--- src/rtl/dmem_arbiter.sv ---
// Two-requester round-robin arbiter in front of a single-port synchronous dmem,
// with bounded lock bursts and read-data return routed to the issuing requester.
module dmem_arbiter #(
  parameter int unsigned ADDR_W    = 12,
  parameter int unsigned DATA_W    = 32,
  parameter int unsigned MAX_BURST = 8
) (
  input  logic              clock,
  input  logic              reset,
  input  logic              r0_req,
  input  logic              r0_we,
  input  logic              r0_lock,
  input  logic [ADDR_W-1:0] r0_addr,
  input  logic [DATA_W-1:0] r0_wdata,
  output logic              r0_gnt,
  output logic              r0_rvalid,
  output logic [DATA_W-1:0] r0_rdata,
  input  logic              r1_req,
  input  logic              r1_we,
  input  logic              r1_lock,
  input  logic [ADDR_W-1:0] r1_addr,
  input  logic [DATA_W-1:0] r1_wdata,
  output logic              r1_gnt,
  output logic              r1_rvalid,
  output logic [DATA_W-1:0] r1_rdata,
  output logic [ADDR_W-1:0] mem_address,
  output logic [DATA_W-1:0] mem_data,
  output logic              mem_wren,
  input  logic [DATA_W-1:0] mem_q
);

  localparam int unsigned   CNT_W   = $clog2(MAX_BURST + 1);
  localparam logic [CNT_W-1:0] CNT_MAX = CNT_W'(MAX_BURST);

  typedef enum logic [1:0] {
    OWN_NONE = 2'd0,
    OWN_0    = 2'd1,
    OWN_1    = 2'd2
  } owner_t;

  owner_t             r_owner;
  logic               r_last;
  logic [CNT_W-1:0]   r_cnt;
  logic               r_rd_pend;
  logic               r_rd_id;

  logic               w_hold_id;
  logic               w_hold_lock;
  logic               w_other_req;
  logic               w_hold;
  logic               w_req;
  logic               w_id;
  logic               w_gnt;
  logic               w_we;
  logic               w_lock;
  owner_t             w_own;

  // Winner selection: a lock holder keeps the memory unless its burst is spent
  // and the other side is waiting; otherwise plain round-robin on r_last.
  always_comb begin
    w_hold_id   = (r_owner == OWN_1);
    w_hold_lock = w_hold_id ? r1_lock : r0_lock;
    w_other_req = w_hold_id ? r0_req : r1_req;
    w_hold      = (r_owner != OWN_NONE) && w_hold_lock &&
                  !((r_cnt == CNT_MAX) && w_other_req);
    w_id  = 1'b0;
    w_req = 1'b0;
    if (w_hold) begin
      w_id  = w_hold_id;
      w_req = w_hold_id ? r1_req : r0_req;
    end else if (r0_req && r1_req) begin
      w_id  = ~r_last;
      w_req = 1'b1;
    end else begin
      w_id  = r1_req;
      w_req = r0_req | r1_req;
    end
    w_gnt  = w_req & reset;
    w_we   = w_id ? r1_we : r0_we;
    w_lock = w_id ? r1_lock : r0_lock;
    w_own  = w_id ? OWN_1 : OWN_0;
  end

  assign r0_gnt      = w_gnt & ~w_id;
  assign r1_gnt      = w_gnt & w_id;
  assign mem_address = (w_gnt && w_id) ? r1_addr : r0_addr;
  assign mem_data    = (w_gnt && w_id) ? r1_wdata : r0_wdata;
  assign mem_wren    = w_gnt & w_we;

  assign r0_rvalid = r_rd_pend & ~r_rd_id;
  assign r1_rvalid = r_rd_pend & r_rd_id;
  assign r0_rdata  = mem_q;
  assign r1_rdata  = mem_q;

  // Ownership, burst count, round-robin pointer and read-return pipeline.
  always_ff @(posedge clock or negedge reset) begin
    if (!reset) begin
      r_owner   <= OWN_NONE;
      r_last    <= 1'b1;
      r_cnt     <= '0;
      r_rd_pend <= 1'b0;
      r_rd_id   <= 1'b0;
    end else begin
      r_rd_pend <= w_gnt & ~w_we;
      r_rd_id   <= w_id;
      if (w_gnt) begin
        r_last <= w_id;
        if (w_lock) begin
          if (r_owner != w_own) begin
            r_owner <= w_own;
            r_cnt   <= CNT_W'(1);
          end else if (r_cnt != CNT_MAX) begin
            r_cnt <= r_cnt + CNT_W'(1);
          end
        end else begin
          r_owner <= OWN_NONE;
          r_cnt   <= '0;
        end
      end else if ((r_owner != OWN_NONE) && !w_hold_lock) begin
        r_owner <= OWN_NONE;
        r_cnt   <= '0;
      end
    end
  end

endmodule

--- config.mk ---
export PLATFORM = sky130hd
export DESIGN_NAME = dmem_arbiter
export DESIGN_NICKNAME = d
export VERILOG_FILES = /design/src/rtl/dmem_arbiter.sv
export SDC_FILE = /design/constraint.sdc
export NUM_CORES = 1
export LEC_CHECK = 0
export ABC_AREA = 1
export CORE_MARGIN = 10
export CORE_UTILIZATION = 26
export CTS_CLUSTER_DIAMETER = 200
export CTS_CLUSTER_SIZE = 8
export DETAILED_ROUTE_END_ITERATION = 8
export PLACE_DENSITY_LB_ADDON = 0.25
export RECOVER_POWER = 25
export SLEW_MARGIN = 20
export SYNTH_ARGS = -nofsm -noshare
export SYNTH_HDL_FRONTEND = slang
export SYNTH_SLANG_ARGS = --single-unit
--- constraint.sdc ---
create_clock -name clock -period 2.7 [get_ports clock]
set_input_delay 0.54 -clock clock [delete_from_list [all_inputs] [get_ports clock]]
set_output_delay 0.54 -clock clock [all_outputs]
set_load 0.03 [all_outputs]
=== After elaboration in Yosys (flattened, before gate mapping) ===
Index checks and enable logic that the tools add are counted.
W data, S select, Z words.

* Input bits: 128
* Register bits after elaboration: 9
* Logic and storage cells: 57

* Equal/unequal tests: 6
* Bitwise gates (word level): 12
* Muxes and demuxes: 21
* $add $sub $neg: 1
* Reduce and logical (&&, ||, !) cells: 12

{| class="wikitable"
|+ Operators with widths
! kind !! number
|-
| $mux W32 || 1
|-
| $mux W4 || 5
|-
| $mux W12 || 1
|-
| $mux W2 || 5
|-
| $mux W1 || 9
|-
| $and A1 B1 Y1 || 7
|-
| $logic_and A1 B1 Y1 || 6
|-
| $add A4 B1 Y4 const B || 1
|-
| $eq A4 B4 Y1 const B || 1
|-
| $ne A4 B2 Y1 const B || 1
|-
| $ne A4 B4 Y1 const B || 1
|-
| $not A1 Y1 || 4
|-
| $reduce_and A2 Y1 || 2
|-
| $reduce_bool A2 Y1 || 2
|-
| $ne A3 B2 Y1 const B || 1
|-
| $eq A2 B2 Y1 const B || 1
|-
| $logic_not A1 Y1 || 2
|-
| $ne A2 B2 Y1 || 1
|-
| $or A1 B1 Y1 || 1
|}

=== Longest topological paths before layout ===
Gate-level depths: netlist of run 1.

* Word-level depth: 11
* Gate-level depth with buffers: 14

=== Worst setup path after synthesis of run 1 ===
No wires, ideal clock.

* Kind: reg-to-output
* Start: register r_cnt[0]
* End: output port mem_data[21]
* Arrival: 1.885 ns
* Path buffers: 1
* Stages on the path, launching flop included: 12
* Setup slack: 0.275 ns
* Required time: 2.160 ns
* Cells stage by stage: dfrtp_1 > inv_1 > ha_1 > nand2_1 > nor2_2 > nand3_2 > nand3_1 > nand3_4 > nor2_8 > buf_4 > nand2_1 > nand2_1

* Word-level cells in the longest chain between the ends: 8
* Elaborated cells between the ends (all ways): 9

{| class="wikitable"
|+ RTL lines
! element !! RTL line !! RTL
|-
| start: declaration || 43 || <nowiki>logic [CNT_W-1:0] r_cnt;</nowiki>
|-
| start signal: assignment || 113 || <nowiki>r_cnt <= r_cnt + CNT_W'(1);</nowiki>
|-
| $eq A4 B4 Y1 * || 65 || <nowiki>!((r_cnt == CNT_MAX) && w_other_req);</nowiki>
|-
| $logic_and A1 B1 Y1 * || 65 ||
|-
| $logic_not A1 Y1 * || 65 ||
|-
| $logic_and A1 B1 Y1 * || 64 || <nowiki>w_hold = (r_owner != OWN_NONE) && w_hold_lock &&</nowiki>
|-
| $mux W1 || 68 || <nowiki>if (w_hold) begin</nowiki>
|-
| $and A1 B1 Y1 || 78 || <nowiki>w_gnt = w_req & reset;</nowiki>
|-
| $logic_and A1 B1 Y1 * || 87 || <nowiki>assign mem_data = (w_gnt && w_id) ? r1_wdata : r0_wdata;</nowiki>
|-
| $mux W32 * || 87 ||
|-
| end: declaration || 27 || <nowiki>output logic [DATA_W-1:0] mem_data,</nowiki>
|}

Mark *: on every way between the ends. The rest lies on a longest branch, timed or not.

=== Worst setup path after layout of run 1 ===
* Start: register r_owner[0]
* End: output port mem_data[23]

* Word-level cells in the longest chain between the ends: 9
* Elaborated cells between the ends (all ways): 14

{| class="wikitable"
|+ RTL lines
! element !! RTL line !! RTL
|-
| start: declaration || 41 || <nowiki>owner_t r_owner;</nowiki>
|-
| start signal: assignment || 110 || <nowiki>r_owner <= w_own;</nowiki>
|-
| $eq A2 B2 Y1 || 61 || <nowiki>w_hold_id = (r_owner == OWN_1);</nowiki>
|-
| $mux W1 || 63 || <nowiki>w_other_req = w_hold_id ? r0_req : r1_req;</nowiki>
|-
| $logic_and A1 B1 Y1 || 65 ||
|-
| $logic_not A1 Y1 || 65 ||
|-
| $logic_and A1 B1 Y1 || 64 ||
|-
| $mux W1 || 68 ||
|-
| $and A1 B1 Y1 || 78 ||
|-
| $logic_and A1 B1 Y1 * || 87 ||
|-
| $mux W32 * || 87 ||
|}

Marks and branches as above.

==> results of run 1 <==
==> final timing paths <==
path	endpoint	startpoint	slack, ps	cells past startpoint
max	mem_data[23]	r_owner[0]	-130	16
min	r_last	r_last	480	2
max reg2reg	r_owner[1]	r_cnt[0]	600	15
min reg2reg	r_last	r_last	480	2
max in group asynchronous	r_last	reset	1750	2
min in group asynchronous	r_owner[1]	reset	730	2
==> synthesized netlist by cell type, types with 2 or more instances <==
cell and instances:
buf_6 4, buf_4 69, nand2_2 5, o21ai_0 4, nand3_1 15, nor2_1 13
nand2_1 166, inv_1 18, ha_1 2, a21oi_1 3, nand4_1 2, dfrtp_1 8
==> timing repair <==
action	CTS	global route
gates resized for setup	171	82
hold buffers	0	0
gates cloned	6	2
setup buffers	20	7
setup endpoints to repair	47	47
pin swaps	16	36
==> sequential cells by signal, summed over array words and instances, names as in the netlist <==
| register | flops |
|---|---|
| r_rd_id | 1 |
| r_last | 1 |
| r_rd_pend | 1 |
| r_owner | 2 |
| r_cnt | 4 |
==> power by group <==
group / switching, mW / internal (mW) / total, mW
sequential: 0.0199 / 0.163 / 0.183
clock: 0.0599 / 0.104 / 0.163
combinational: 0.877 / 0.886 / 1.76
==> per-stage QoR <==
stage	utilization [%]	setup slack [ps]	instance area, µm²
after floorplan	-	275	1810
after global placement	44.1	-510	2980
after detailed placement	44.1	-554	2980
after CTS	55.8	-87.4	3770
after global routing	61.6	-225	4160
final	61.6	-132	4160
==> final cells by class <==
type / instances / area (µm²) / share of cell area (%)
repair buffers: 203 / 2270 / 54.5
diodes: 2 / 5.00 / 0.120
inverters: 20 / 101 / 2.43
clock buffers: 4 / 45.0 / 1.08
multi-input cells: 218 / 1410 / 33.8
repair inverters: 1 / 8.76 / 0.210
flip-flops and latches: 9 / 228 / 5.47
well taps: 80 / 100 / 2.40
==> critical path, stage by stage (launching register included) <==
cell and delay (ps):
dfrtp_1 380, inv_2 120, buf_6 130, nand3_4 70, nand2_4 90, nor2_4 50, buf_6 130, nand3_4 90
nand2_4 70, nor2_8 140, buf_12 120, buf_12 130, clkinv_16 80, clkbuf_16 170, nand2_2 60, nand2_2 50
buf_6 130
==> kinds of logic after synthesis <==
kind of cell / count (synthesis)
adders and majority gates: 2
and+or+nand+nor: 207
AOI/OAI and AO/OA: 8
DFF: 9
xor gates and xnor gates: 1
buffers and inverters: 93
==> layer usage <==
layer  global-route usage [%]  routed length, µm
met4                     7.17                358
met3                     5.91                881
met2                     30.2               5280
met5                        0                  0
met1                     15.1               3000
==> metrics, run 1 <==
vias in the first global route between 2000 and 3000; die area approximately 11000 µm²; share of layout cells above drive strength 1 between 40% and 50%; Post-synth EDFFs 0; total CTS buffers 3; Post-Layout Cell Count around 540; synth unique cells 23; mux contribution to synthesized area 0%; Total Routing Usage GR between 15 and 20%; I/O pins 241; largest family of logic cells by synthesized area simple AND/OR/NAND/NOR gates; min Tclk post-route 2830 ps; CP startpoint kind register; VDD IR-drop max 224 µV; unrepaired setup endpoints after global routing yes; final hold vios 0; power density cells approximately 500 nW/µm²; sequential area share after synthesis approximately an eighth; area share of the largest cell type after synthesis 34.5%; Detail Route Antenna Nets 0; wire per inst 17.7 µm; first-pass GRT wire length roughly 13 mm; CTS tree built; CTS root buf clkbuf_8; clk sinks 9; Max Cap Violations 0; final hold slack 485 ps; Crit Path Max Fanout 7; failing checks negative setup slack; RD Place Congestion between 0.8 and 0.9; filler instances ~600; Pre-Repair DR Iteration Count 4; Post-DP HPWL between 6 and 7 mm; Power Total between 2 and 2.5 mW; xor/xnor share of the synthesized area less than 1%; Synth Area in Adders approximately 1.4%; initial DRC count 60; largest area contributor in the netlist nand2_1; detailed-route wire length around 9.5 mm; vias post-DR about 2400; main area contributors after synthesis nand2_1 34%, buf_4 29%, dfrtp_1 11%, nand3_1 4.2%, inv_1 3.7%; H-tree Lvls 1; outcome finished with violations; Final nets 586; Setup TNS -3680 ps; most frequent cells in the layout 93 x nand2_1, 93 x clkdlybuf4s50_1, 45 x buf_6; worst-margin pin slew 316 ps; Placed Cells approximately 500; synthesized cell area around 1800 µm²; WS Path Type register to primary output; largest net degree at the start of global routing 12; cell count after synthesis 320; register bit total from synthesis 9; Slew HR between 70% and 80%; fin crit share 105%; Highest Clock Rate 353 MHz; CP Data Required Time around 2200 ps; HP Class register to register; Core Footprint 6760 µm²; Worst Slack Setup Final -132 ps; Initial Util 26.7%; syn nets 450; Setup violations, final 41; post-DR vias/cell roughly 4.5; FFs w/ async S/R, synth 100%; PortBufs 144; Synthesis Warnings 0; DRC 0; Pins Over Slew Limit 0; Final Skew roughly 9.4 ps; CP arrival 2290 ps; static leakage power around 2.0 nW; initial antenna violation count 2; simple-gate share of the synthesized area ~48%; Compound-Gate Fraction of Synth Area between 2 and 2.5%; Layout area overhead 130%; Die Y just over 100 µm; CP endpoint kind primary output; Clock Tree Buf Depth 2; Die W 103 µm; Skew-Pair Late Insertion Delay roughly 240 ps; FP Rows 30; Worst-path clk slew around 50 ps; Syn Area/Cell around 5.6 µm²; gr ovfl total 0; ys flop type dfrtp_1
(Power assumes the default switching activity.)
==> inputs of run 2 (changes only) <==
--- a/config.mk
+++ b/config.mk
@@ -11,6 +11,7 @@
 export CTS_CLUSTER_DIAMETER = 200
 export CTS_CLUSTER_SIZE = 8
 export DETAILED_ROUTE_END_ITERATION = 8
+export GPL_ROUTABILITY_DRIVEN = 0
 export PLACE_DENSITY_LB_ADDON = 0.25
 export RECOVER_POWER = 25
 export SLEW_MARGIN = 20
==> results of run 2 <==
Final layout, timing and power as in run 1 (identical DEF).
==> inputs of run 3 (changes only) <==
--- a/config.mk
+++ b/config.mk
@@ -12,6 +12,7 @@
 export CTS_CLUSTER_SIZE = 8
 export DETAILED_ROUTE_END_ITERATION = 8
 export GPL_ROUTABILITY_DRIVEN = 0
+export HOLD_SLACK_MARGIN = 0.03
 export PLACE_DENSITY_LB_ADDON = 0.25
 export RECOVER_POWER = 25
 export SLEW_MARGIN = 20
==> results of run 3 <==
Final layout, timing and power as in run 1 (identical DEF).
